$ cat config.mk
export PLATFORM = sky130hd
export DESIGN_NAME = dm_responder
export DESIGN_NICKNAME = d
export VERILOG_FILES = /design/src/rtl/dm_responder.sv
export SDC_FILE = /design/constraint.sdc
export NUM_CORES = 2
export LEC_CHECK = 0
export ABC_AREA = 1
export ABC_CLOCK_PERIOD_IN_PS = 2860
export CAP_MARGIN = 10
export CELL_PAD_IN_SITES_DETAIL_PLACEMENT = 0
export CELL_PAD_IN_SITES_GLOBAL_PLACEMENT = 2
export CORE_MARGIN = 4
export CORE_UTILIZATION = 25
export DETAILED_ROUTE_END_ITERATION = 7
export GPL_ROUTABILITY_DRIVEN = 1
export HOLD_SLACK_MARGIN = 0.05
export PLACE_DENSITY = 0.49
export RECOVER_POWER = 50
export SETUP_SLACK_MARGIN = 0.05
export SLEW_MARGIN = 40
export SYNTH_ARGS = -nofsm -noshare
export SYNTH_HDL_FRONTEND = slang
export SYNTH_SLANG_ARGS = --single-unit
$ cat constraint.sdc
create_clock -name clk -period 2.86 [get_ports clk]
set_input_delay 0.572 -clock clk [delete_from_list [all_inputs] [get_ports clk]]
set_output_delay 0.572 -clock clk [all_outputs]
set_load 0.02 [all_outputs]
$ cat src/rtl/dm_responder.sv
// Data-memory responder for the MEM stage: single-cycle writes, reads returned
// after READ_LAT edges, with a combinational stall while a read is in flight.
module dm_responder #(
  parameter int DATA_WIDTH = 16,
  parameter int ADDR_WIDTH = 8,
  parameter int READ_LAT   = 2
) (
  input  logic                  clk,
  input  logic                  rst,
  input  logic                  dm_rd_i,
  input  logic                  dm_wr_i,
  input  logic [ADDR_WIDTH-1:0] addr_i,
  input  logic [DATA_WIDTH-1:0] wdata_i,
  output logic [DATA_WIDTH-1:0] rdata_o,
  output logic                  rvalid_o,
  output logic                  busy_o,
  output logic                  err_o
);

  localparam int         DEPTH    = 1 << ADDR_WIDTH;
  localparam bit         SINGLE   = (READ_LAT == 1);
  // WAIT spends READ_LAT-1 edges counting CNT_INIT down to 0 inclusive.
  localparam logic [3:0] CNT_INIT = (READ_LAT > 1) ? 4'(READ_LAT - 2) : 4'd0;

  typedef enum logic {S_IDLE, S_WAIT} state_t;

  state_t                r_state;
  state_t                w_state_nxt;
  logic [3:0]            r_cnt;
  logic [3:0]            w_cnt_nxt;
  logic [ADDR_WIDTH-1:0] r_raddr;
  logic [ADDR_WIDTH-1:0] w_rd_addr;
  logic [DATA_WIDTH-1:0] r_rdata;
  logic [DATA_WIDTH-1:0] r_mem [DEPTH];
  logic                  r_rvalid;
  logic                  r_err;
  logic                  w_rd_req;
  logic                  w_wr_req;
  logic                  w_conflict;
  logic                  w_complete;
  logic                  w_busy;

  always_comb begin
    w_state_nxt = r_state;
    w_cnt_nxt   = r_cnt;
    w_rd_addr   = r_raddr;
    w_rd_req    = 1'b0;
    w_wr_req    = 1'b0;
    w_conflict  = 1'b0;
    w_complete  = 1'b0;
    w_busy      = 1'b0;
    case (r_state)
      S_IDLE: begin
        w_rd_req   = dm_rd_i && !dm_wr_i;
        w_wr_req   = dm_wr_i && !dm_rd_i;
        w_conflict = dm_rd_i && dm_wr_i;
        if (w_rd_req) begin
          if (SINGLE) begin
            w_complete = 1'b1;
            w_rd_addr  = addr_i;
          end else begin
            w_busy      = 1'b1;
            w_state_nxt = S_WAIT;
            w_cnt_nxt   = CNT_INIT;
          end
        end
      end
      S_WAIT: begin
        // Request inputs are deliberately ignored here, writes included.
        w_busy = 1'b1;
        if (r_cnt == 4'd0) begin
          w_complete  = 1'b1;
          w_state_nxt = S_IDLE;
        end else begin
          w_cnt_nxt = r_cnt - 4'd1;
        end
      end
      default: w_state_nxt = S_IDLE;
    endcase
  end

  always_ff @(posedge clk) begin
    if (rst) begin
      r_state  <= S_IDLE;
      r_cnt    <= 4'd0;
      r_raddr  <= '0;
      r_rdata  <= '0;
      r_rvalid <= 1'b0;
      r_err    <= 1'b0;
    end else begin
      r_state  <= w_state_nxt;
      r_cnt    <= w_cnt_nxt;
      r_rvalid <= w_complete;
      r_err    <= w_conflict;
      if (w_rd_req) r_raddr <= addr_i;
      if (w_complete) r_rdata <= r_mem[w_rd_addr];
    end
  end

  // Array is not cleared by reset; a write coinciding with reset is dropped.
  always_ff @(posedge clk) begin
    if (!rst && w_wr_req) r_mem[addr_i] <= wdata_i;
  end

  assign rdata_o  = r_rdata;
  assign rvalid_o = r_rvalid;
  assign err_o    = r_err;
  assign busy_o   = w_busy;

endmodule

==> metrics <==
Post-synth top cells=4218 x nand2_1, 4096 x edfxtp_1, 4048 x nand3_1; CP max FO=53; Total GRT Usage=0.190; Max VDD drop=0.505 mV; placed cell area=0.191 mm2; WL per Instance=27.6 um; register share of total power=0.474; H-tree levels=5; leading area contributor after synthesis=edfxtp_1; Top-Level Pins=47; worst hold path type=in2reg; Final min period=2.88 ns; die span in y=824 um; kind of critical path=in2reg; Syn Inst Count=13800; initial antenna violation count=50; #FFs+latches synth=4127; Filler Cell Count=66700; Clk Latency, worst-skew pair=1.04 ns; total grt overflow=0; clock-pin slew on the worst setup and hold paths=0.06 ns; Async SR Flop Fraction=0; Clock Power Share=0.424; internal power=105 mW; first-pass GRT wire length=921 mm; GPL Wtd Cong=0.783; CP required=3.50 ns; slew margin rel.=-0.727; status=finished, violations left; number of global-route vias before repair=109000; max capacitance violation total=12; largest net degree at the start of global routing=100; Post-Syn Area=0.166 mm2; fmax=0.347 GHz; CTS Sinks=4127; layout cells sized above 1=0.173; CTS tree=built; Final WS setup=-0.0179 ns; YS warnings=0; sequential area share after synthesis=0.743; Yosys cell types=27; P per Cell Area=669 mW/mm2; Register Area=0.124 mm2; Iteration-0 DRC Markers=9136; Clock Root Buffer=clkbuf_16; TritonCTS buffer count=475; DRT Pass-1 Iters=6; Routed Antenna Nets=0; chip width=824 um; most frequent cell after synthesis=nand2_1; Sw Share=0.253; period utilization=1.01; Multi-input gate area=0.0401 mm2; RSZ-0062 raised after global routing=yes; failing checks=capacitance limit, slew limit, setup timing; Post-synth EDFFs=4096; Critical Path Sink Type=register; Die ar.=0.679 mm2; Max Root-Sink Buffers=4; Pwr Total=141 mW; Routed Wire Length=666 mm; Setup WS pre-CTS=-0.713 ns; leakage power=73.4 nW; Switch Pwr=35.6 mW; Nets=14900; IO Port Bufs=46; Worst Setup Start Kind=primary input; final hold violations=0; via count=111000; syn nets=13800; placed cell count=23100; row count=299; Synth top area share=0.739; core area=0.663 mm2; DRC=0; Initial Utilization=0.251; Critical Path AT=3.51 ns; Layout area overhead=26.4%; Setup Skew=0.0570 ns; Hold Crit Depth=4; final setup violating endpoints=55; Pins Over Slew Limit=392; Logic pwr share=0.102; final instance area=0.210 mm2; Non-Filler Instances=24100; worst reg2reg path depth=15; Avg Cell Area, Syn=12.1 um2; Synth Flop Type=edfxtp_1; top cells by area, synth=edfxtp_1 74%, nand3_1 12%, nand2_1 9.5%; Worst Tran Pin Value=2.59 ns; DPL Wire Length=413 mm; Vias/cell=4.62
cell usage in the layout, fill, tap and decap left out, types with 5 or more instances in the layout:
cell	synthesis	routed
dfxtp_4	0	8
clkdlybuf4s50_1	0	12
buf_4	160	662
buf_16	0	49
nand3_1	4048	3704
dfxtp_2	0	11
a211oi_1	8	8
dlygate4sd3_1	0	17
nor2_2	0	140
clkinv_1	2	126
clkinv_16	0	5
nand2_4	0	17
clkbuf_8	0	10
clkbuf_4	0	20
bufbuf_16	0	24
inv_6	0	12
dlygate4sd2_1	0	15
nand3_2	0	299
nor2_1	327	187
nand2_2	0	20
clkbuf_1	164	164
bufinv_16	0	37
nand2_1	4218	4180
buf_8	0	17
clkinvlp_4	0	5
dfxtp_1	31	12
clkbuf_16	0	486
buf_12	2	530
edfxtp_1	4096	4096
buf_6	35	75
nand3_4	0	45
clkinv_8	0	8
buf_2	479	6
inv_16	0	7
diode_2	0	24
clkbuf_2	0	47
inv_1	57	54
clkinv_2	1	77
sequential cells by signal, indices dropped and copies added (netlist names):
signal / count
err_o: 1
r_mem: 4096
r_cnt: 4
rdata_o: 16
r_raddr: 8
r_state: 1
rvalid_o: 1
what timing repair did:
action,CTS,global route
setup buffers,47,12
resized for setup,293,341
hold endpoints to repair,335,0
gates cloned,32,10
setup endpoints to repair,33,23
hold buffers,17,0
pin swaps,1,41
metrics by stage:
| stage | TNS [ns] | util | hold slack (ns) |
|---|---|---|---|
| after global placement | -944.40 | 0.288 | 0.477 |
| after global routing | -8.23 | 0.317 | 0.197 |
| after CTS | -1.03 | 0.315 | 0.106 |
| final | -0.422 | 0.317 | 0.220 |
| after floorplan | 0 | - | 0.454 |
| after detailed placement | -888.88 | 0.288 | 0.480 |
cell families (layout without fill, tap and decap cells):
family	count (synthesis)	after routing	share of synthesized area
AND/OR/NAND/NOR	8603	8603	0.225
adder cells (fa/ha/maj)	1	1	0.0000752
XOR/XNOR	1	1	0.0000526
buffers and inverters	1007	2473	0.0317
flip-flops	4127	4127	0.743
AO/OA/AOI/OAI	12	12	0.000481
other	0	24	0
worst paths after layout:
path / endpoint / startpoint / slack (ns)
worst max-delay path: r_mem[225][14] / wdata_i[14] / -0.02
worst min-delay path: err_o / dm_rd_i / 0.22
worst min register to register: r_cnt[1] / r_cnt[1] / 0.48
worst max register to register: rdata_o[0] / r_raddr[1] / 0
critical path, stage by stage:
cell           delay [ns]
dlygate4sd3_1        0.53
clkbuf_2             1.05
clkbuf_2             1.20
area by class of cell:
type                    count  share of cell area
flip-flops and latches   4127               0.588
diodes                     24            0.000286
repair inverters            2            0.000184
inverters                  64             0.00144
repair buffers           1541              0.0957
multi-input cells        8617               0.191
clock buffers             595              0.0592
clock inverters           271              0.0116
well taps                8879              0.0528
power by group through the flow:
| stage | clock network (mW) | registers, mW | logic [mW] |
|---|---|---|---|
| floorplan | 0 | 67.9 | 5.56 |
| global placement | 0 | 67.9 | 13.5 |
| detailed placement | 0 | 67.9 | 13.5 |
| CTS | 61.4 | 66.7 | 14.3 |
| global route | 63.9 | 66.7 | 15.4 |
| finish | 59.7 | 66.7 | 14.3 |
per-layer routing:
metal,up-vias,global-route usage,part of all wire
li1,51400,-,-
met5,-,0,0
met2,2316,0.307,0.46
met3,643,0.0199,0.040
met4,0,0.0339,0.020
met1,57100,0.278,0.48
No activity file was read; power rests on OpenSTA's default activity.
